[config.mk]
export PLATFORM = sky130hd
export DESIGN_NAME = serial_pattern_tx
export DESIGN_NICKNAME = d
export VERILOG_FILES = /design/src/rtl/serial_pattern_tx_pkg.sv /design/src/rtl/serial_pattern_tx_bit_period_timer.sv /design/src/rtl/serial_pattern_tx.sv
export SDC_FILE = /design/constraint.sdc
export NUM_CORES = 1
export LEC_CHECK = 0
export BUFFER_PORTS_ARGS = -buffer_cell sky130_fd_sc_hd__buf_2
export CAP_MARGIN = 40
export CORE_UTILIZATION = 38
export DETAILED_ROUTE_END_ITERATION = 6
export HOLD_SLACK_MARGIN = 0.03
export PLACE_DENSITY = 0.65
export SLEW_MARGIN = 20
export SYNTH_ARGS = -nofsm -noshare
export SYNTH_HDL_FRONTEND = slang
export SYNTH_SLANG_ARGS = --single-unit
[constraint.sdc]
create_clock -name Clk -period 2.1 [get_ports Clk]
set_clock_uncertainty 0.1 [all_clocks]
set_input_delay 0.21 -clock Clk [delete_from_list [all_inputs] [get_ports Clk]]
set_output_delay 0.21 -clock Clk [all_outputs]
set_load 0.1 [all_outputs]
[src/rtl/serial_pattern_tx_pkg.sv]
// Shared types and helpers for the serial pattern transmitter.
package serial_pkg;

    // Transmitter FSM states.
    typedef enum logic [1:0] {
        IDLE  = 2'd0,
        SHIFT = 2'd1,
        GAP   = 2'd2
    } state_t;

    // Requested word lengths above the shift register size are sent as full words.
    function automatic int clamp_len(input int len, input int width);
        return (len > width) ? width : len;
    endfunction

endpackage

[src/rtl/serial_pattern_tx_bit_period_timer.sv]
// Bit-period down-counter: ticks on the last clock of every BIT_CYCLES-long period.
module bit_period_timer #(
    parameter int BIT_CYCLES = 1
) (
    input  logic clk,
    input  logic rst,
    input  logic load,
    output logic tick
);

    localparam int PW = $clog2(BIT_CYCLES + 1);

    logic [PW-1:0] cnt;

    assign tick = (cnt == '0);

    // Restart the period on load, reload at the end of each period, otherwise count down.
    always_ff @(posedge clk) begin
        if (rst) begin
            cnt <= '0;
        end else if (load || tick) begin
            cnt <= PW'(BIT_CYCLES - 1);
        end else begin
            cnt <= cnt - 1'b1;
        end
    end

endmodule

[src/rtl/serial_pattern_tx.sv]
// Parallel-to-serial pattern source: sends 1..WIDTH bits MSB-first on w,
// each held BIT_CYCLES clocks, followed by an optional low gap and a done pulse.
module serial_pattern_tx
    import serial_pkg::*;
#(
    parameter int WIDTH      = 8,
    parameter int BIT_CYCLES = 1,
    parameter int GAP_BITS   = 0,
    parameter int LENW       = $clog2(WIDTH + 1)
) (
    input  logic             Clk,
    input  logic             Rst,
    input  logic [WIDTH-1:0] data_in,
    input  logic [LENW-1:0]  len_in,
    input  logic             valid,
    output logic             ready,
    output logic             w,
    output logic             busy,
    output logic             done
);

    localparam int GAP_CYC = GAP_BITS * BIT_CYCLES;
    localparam int GAPW    = (GAP_CYC > 1) ? $clog2(GAP_CYC + 1) : 1;

    state_t           state;
    logic [WIDTH-1:0] sr;
    logic [WIDTH-1:0] sr_next;
    logic [WIDTH-1:0] data_aligned;
    logic [LENW-1:0]  bit_cnt;
    logic [LENW-1:0]  len_c;
    logic [GAPW-1:0]  gap_cnt;
    logic             accept;
    logic             tick;

    assign ready        = (state == IDLE);
    assign accept       = valid && ready;
    assign len_c        = LENW'(clamp_len(int'(len_in), WIDTH));
    // Left-justify the word so the first bit to send always sits at the MSB.
    assign data_aligned = data_in << (WIDTH - int'(len_c));
    assign sr_next      = sr << 1;

    bit_period_timer #(
        .BIT_CYCLES(BIT_CYCLES)
    ) u_timer (
        .clk  (Clk),
        .rst  (Rst),
        .load (accept),
        .tick (tick)
    );

    // Transmit FSM with registered w/busy/done; bit_cnt holds bits still to finish.
    always_ff @(posedge Clk) begin
        if (Rst) begin
            state   <= IDLE;
            w       <= 1'b0;
            busy    <= 1'b0;
            done    <= 1'b0;
            sr      <= '0;
            bit_cnt <= '0;
            gap_cnt <= '0;
        end else begin
            done <= 1'b0;
            case (state)
                IDLE: begin
                    w    <= 1'b0;
                    busy <= 1'b0;
                    if (accept) begin
                        if (len_c != '0) begin
                            state   <= SHIFT;
                            sr      <= data_aligned;
                            bit_cnt <= len_c;
                            w       <= data_aligned[WIDTH-1];
                            busy    <= 1'b1;
                        end else begin
                            done <= 1'b1;
                        end
                    end
                end
                SHIFT: begin
                    if (bit_cnt == '0) begin
                        state <= IDLE;
                        w     <= 1'b0;
                        busy  <= 1'b0;
                    end else if (tick) begin
                        if (bit_cnt == LENW'(1)) begin
                            w <= 1'b0;
                            if (GAP_BITS > 0) begin
                                state   <= GAP;
                                gap_cnt <= GAPW'(GAP_BITS - 1);
                            end else begin
                                state <= IDLE;
                                busy  <= 1'b0;
                                done  <= 1'b1;
                            end
                        end else begin
                            sr      <= sr_next;
                            w       <= sr_next[WIDTH-1];
                            bit_cnt <= bit_cnt - 1'b1;
                        end
                    end
                end
                GAP: begin
                    w <= 1'b0;
                    if (tick) begin
                        if (gap_cnt == '0) begin
                            state <= IDLE;
                            busy  <= 1'b0;
                            done  <= 1'b1;
                        end else begin
                            gap_cnt <= gap_cnt - 1'b1;
                        end
                    end
                end
                default: begin
                    state <= IDLE;
                    w     <= 1'b0;
                    busy  <= 1'b0;
                end
            endcase
        end
    end

endmodule

# After elaboration in Yosys (flattened, before gate mapping)
# Index checks and enable logic that the tools add are counted.
[totals]
latch_bits = 0
n_memories = 0
ff_bits = 18
ramBits = 0
out_inout_bits = 4
rom_bits = 0
[op_classes]
addsub = 4
n_eq_ne = 12
shift = 1
bitwise = 1
magnitude_cmp = 1
reduce_logical = 11
n_mul = 0
mux = 44
n_div = 0
[ops]
columns = ["op", "count"]
rows = [
  ["$mux 7", 5],
  ["$shl 8x32->8", 1],
  ["$mux 4", 6],
  ["$mux 1", 20],
  ["$mux 2", 7],
  ["$pmux 7 s2", 1],
  ["$reduce_and 6->1", 2],
  ["$ne 2x2->1 const B", 5],
  ["$pmux 4 s2", 1],
  ["$ne 3x3->1 const B", 2],
  ["$pmux 1 s3", 2],
  ["$pmux 2 s3", 1],
  ["$sub 4x4->5 const A", 1],
  ["$eq 4x1->1 const B", 1],
  ["$gt 4x4->1 const B", 1],
  ["$logic_not 4->1", 1],
  ["$ne 2x1->1 const B", 2],
  ["$reduce_and 4->1", 1],
  ["$reduce_bool 4->1", 1],
  ["$sub 4x1->4 const B", 1],
  ["$eq 2x1->1 const B", 1],
  ["$eq 2x2->1 const B", 1],
  ["$logic_not 2->1", 1],
  ["$pmux 1 s2", 1],
  ["7 further kinds", 8],
]

# Depth between registers and ports, before layout
[logic_depth]
word_depth = 7
ltp_mapped = 11
mapped_depth_nobuf = 8

# By module
# From an unflattened synthesis, not the netlist that was laid out.
[unflattened]
cells_unflattened = 158
area_unflattened_um2 = 1234.9
[by_module_without_submodules]
columns = ["mod", "n_inst", "area_per_inst_um2", "seq_area_each_um2", "cells_each"]
rows = [
  ["serial_pattern_tx", 1, 1207.4, 300.3, 155],
  ["bit_period_timer", 1, 27.5, 20.0, 3],
]

# Worst setup path after synthesis
# Ideal clock, no wire load.
[synth_path]
path_kind = "input -> register"
startpoint = "input len_in[3]"
endpoint = "register sr[3]"
arrival_time_ps = 1988
setup_slack_ps = -120
stages = 10
path_cell_list = "buf_4 -> clkbuf_1 -> inv_1 -> nand2_1 -> ha_1 -> clkbuf_1 -> mux2_2 -> o2bb2ai_1 -> a221oi_1 -> nor3_1"
[synth_between]
elab_chain_cells = 7
word_cells_on_any_way = 10
cone_classes = "add/sub (1); order compare (1); eq/ne (1); shift (1); mux (4); reduce/logical (2)"
[synth_lines]
columns = ["element", "line_no", "text"]
rows = [
  ["from (decl)", "serial_pattern_tx.sv:14", "input logic [LENW-1:0] len_in,"],
  ["$gt 4x4->1", "serial_pattern_tx_pkg.sv:13", "return (len > width) ? width : len;"],
  ["$mux 4 (*)", "serial_pattern_tx_pkg.sv:13", ""],
  ["$sub 4x4->5", "serial_pattern_tx.sv:39", "assign data_aligned = data_in << (WIDTH - int'(len_c));"],
  ["$shl 8x32->8", "serial_pattern_tx.sv:39", ""],
  ["$mux 7", "serial_pattern_tx.sv:68", "if (len_c != '0) begin"],
  ["$mux 7", "serial_pattern_tx.sv:67", "if (accept) begin"],
  ["$pmux 7 s2", "serial_pattern_tx.sv:63", "case (state)"],
  ["to (signal assigned)", "serial_pattern_tx.sv:70", "sr <= data_aligned;"],
  ["to (signal assigned)", "serial_pattern_tx.sv:96", "sr <= sr_next;"],
  ["to (decl)", "serial_pattern_tx.sv:26", "logic [WIDTH-1:0] sr;"],
]
# Every way passes the cells marked *; elsewhere a longest branch is shown, timed or not. The select of a mux whose other input is x is not followed.
# A chain may end at the register's enable or synchronous reset.

# Worst setup path in the final report
[layout_path]
startpoint = "register bit_cnt[0]"
endpoint = "register sr[5]"
[layout_between]
elab_chain_cells = 3
word_cells_on_any_way = 5
cone_classes = "eq/ne (3); reduce/logical (2)"
[layout_lines]
columns = ["element", "line_no", "text"]
rows = [
  ["from (decl)", "serial_pattern_tx.sv:29", "logic [LENW-1:0] bit_cnt;"],
  ["from (signal assigned)", "serial_pattern_tx.sv:71", "bit_cnt <= len_c;"],
  ["from (signal assigned)", "serial_pattern_tx.sv:98", "bit_cnt <= bit_cnt - 1'b1;"],
  ["$eq 4x1->1 / $logic_not 4->1 (equally long branches)", "serial_pattern_tx.sv:85, serial_pattern_tx.sv:80", ""],
  ["$ne 2x2->1 (no line)", "--", ""],
  ["$reduce_and 6->1 (no line) (*)", "--", ""],
]
# Every way passes the cells marked *; elsewhere a longest branch is shown, timed or not.

==> impl_metrics.ini <==
[final_layout]
fin_nets = 190
drive_above_1_share = 0.269
area_growth_pct = 16.2
antenna-diode-count = 0
instances_no_fill = 215
final_cell_area_mm2 = 0.00145

[clocking]
cts.clk_slew.worst_paths_ns = 0.09
hold_buffers = 0
post_cts_resized = 0
clock-sinks = 16
cts_tree = built
htreeDepth = 1
clk_latency_ns = 0.29
cts_setup_buffers = 0
cts_root_buffer = clkbuf_4
cts.path.max_buffers = 2
numCtsBuffers = 3

[setup_path]
path_cells = inv_1 -> ha_1 -> nor2_1 -> o311ai_1 -> buf_4 -> and2_4 -> a221oi_1 -> o32ai_1
crit_type = flop to flop
arrival_ns = 1.99
reg2reg_from = bit_cnt[0]
cp_top_family = compound AO/OA/AOI/OAI gates
startpoint_type = flop
worst_ep_required_time_ns = 2.19
crit_start = bit_cnt[0]
end_kind = flop
slowest_delay_ns = 0.34
crit_fanout = 12
cp_slowest_cell = dfxtp_1
cp_num_buf_inv = 2

[status]
status = finished clean

[placement]
dp_slack_ns = 0.0810
placed_area_mm2 = 0.00141
dp.cells = 211
dp_hpwl_um = 2440
numPortBuffers = 18
place_congestion = 0.873

[pwr]
power.density_mw_per_mm2 = 643
leakage_nw = 0.613
ir_worst_vdd_v = 0.000361

[routing]
drt_iter0_drc = 45
route.detailed.drc = 0
finalWirelength_um = 3080
antenna_left = 0
vias_per_cell = 5.67
drt-pass1-iter-count = 4
drt-wirelength-per-cell_um = 14.3
via_count = 1218

[sta]
slew_viol_final = 0
rsz0062_at_grt = no
fin_setup_tns_ns = 0
finalHoldViolations = 0
min_period_over_period = 0.903
fin_ws_ns = 0.203
layout_min_cycle_time_ns = 1.90
fmax_ghz = 0.527
whs_ns = 0.121
setup_violations = 0

[synthesis]
ys.flop_type = dfxtp_1
synth_top_area_cell = dfxtp_1
synth.area.top_cells = dfxtp_1 (26%), mux2i_1 (5.6%), nor2_1 (4.2%)
syn_inst = 148
synthDistinctLibCells = 53
async_reset_ff_frac = 0
synth-seq-area-share = 0.257
syn_area_mm2 = 0.00125
synth_edf_count = 0
synth.most_common_cell = dfxtp_1
synth_area_per_cell_um2 = 8.43
yosys.area.top_type_share = 0.257
synth_common_cells = dfxtp_1 (16), nor2_1 (14), nand2_1 (10), o21ai_0 (10), inv_1 (8)
ys.warnings.count = 0
syn_nets = 166
yosys_register_bits = 16

[global_routing]
track_usage = 0.195
grt_pass1_vias = 1146
globalRoute.totalOverflow = 0
grt_max_degree = 17
grt_pass1_wl_um = 5130
antenna_found_initial = 0

[floorplan]
dieArea_mm2 = 0.00352
rows = 20
io_pins = 19
core_mm2 = 0.00308
initial_core_util = 0.405
fp.dieW_um = 59.3
fp.dieH_um = 59.3

[worst_hold_path]
hold_path_startpoint = data_in[0]
hold_class = input pin to flop

[run]
max_cap_viol_count = 0
==> where the power goes <==
group	switching, mW	total (mW)	internal [mW]
logic	0.219	0.367	0.148
registers	0.0233	0.358	0.335
clock network	0.102	0.208	0.106
total	0.344	0.933	0.589
==> placed cells by master, fill, tap and decap left out, drive strengths merged, types with 2 or more instances in the layout <==
cell type / n
buf: 31
o21a: 2
and2: 2
nor2b: 4
clkbuf: 4
or3: 2
inv: 8
mux2: 3
nand3: 4
a211oi: 3
a221oi: 6
nand2: 10
nand2b: 2
nor2: 14
a21oi: 5
nor3: 4
dfxtp: 16
a31oi: 3
nor4: 3
o32ai: 2
ha: 3
o31ai: 2
o21ai: 10
mux2i: 7
==> kinds of logic after synthesis <==
| family | after synthesis | synth area share |
|---|---|---|
| AND/OR/NAND/NOR | 50 | 0.220 |
| AO/OA/AOI/OAI | 45 | 0.287 |
| buffers and inverters | 20 | 0.0853 |
| flip-flops | 16 | 0.257 |
| multiplexers | 11 | 0.104 |
| adder cells (fa/ha/maj) | 3 | 0.0301 |
| XOR/XNOR | 2 | 0.0140 |
| other | 1 | 0.00301 |
==> worst register-to-register path: cells and delay by family (launching register included) <==
family          cells  cell delay (ns)
simple gates        2             0.27
compound gates      3             0.63
flops               1             0.34
buf+inv             2             0.28
fa+ha+maj           1             0.18
==> layout make-up <==
class                      instances  area (um^2)
fill                             328         1630
inverter                           8         30.0
timing repair buffer              31          188
sequential                        16          320
tap                               44         55.1
multi-input combinational        112          821
clock buffer                       4         36.3
==> metal layers <==
layer	share of wire	track usage	wire length (um)
met4	0.0068	0.0374	21
met1	0.44	0.233	1340
met3	0.046	0.0480	142
met2	0.51	0.352	1570
met5	0	0	0
==> flip-flops by register name, indices dropped and copies added (netlist names) <==
| signal | count |
|---|---|
| bit_cnt | 4 |
| u_timer.cnt | 1 |
| w | 1 |
| done | 1 |
| state | 1 |
| sr | 7 |
| busy | 1 |
==> stage by stage <==
stage / util / power (mW)
5_1_grt: 0.471 / 0.997
2_1_floorplan: - / 0.639
6_report: 0.471 / 0.933
3_5_place_dp: 0.459 / 0.730
3_3_place_gp: 0.459 / 0.723
4_1_cts: 0.471 / 0.940
==> worst paths after layout <==
| check | to | slack [ns] | cells after the start |
|---|---|---|---|
| min | sr[0] | 0.12 | 3 |
| max reg2reg | sr[5] | 0.20 | 8 |
| max | sr[5] | 0.20 | 8 |
| min reg2reg | busy | 0.37 | 1 |
Note: power is estimated with default switching activity, not from simulation.
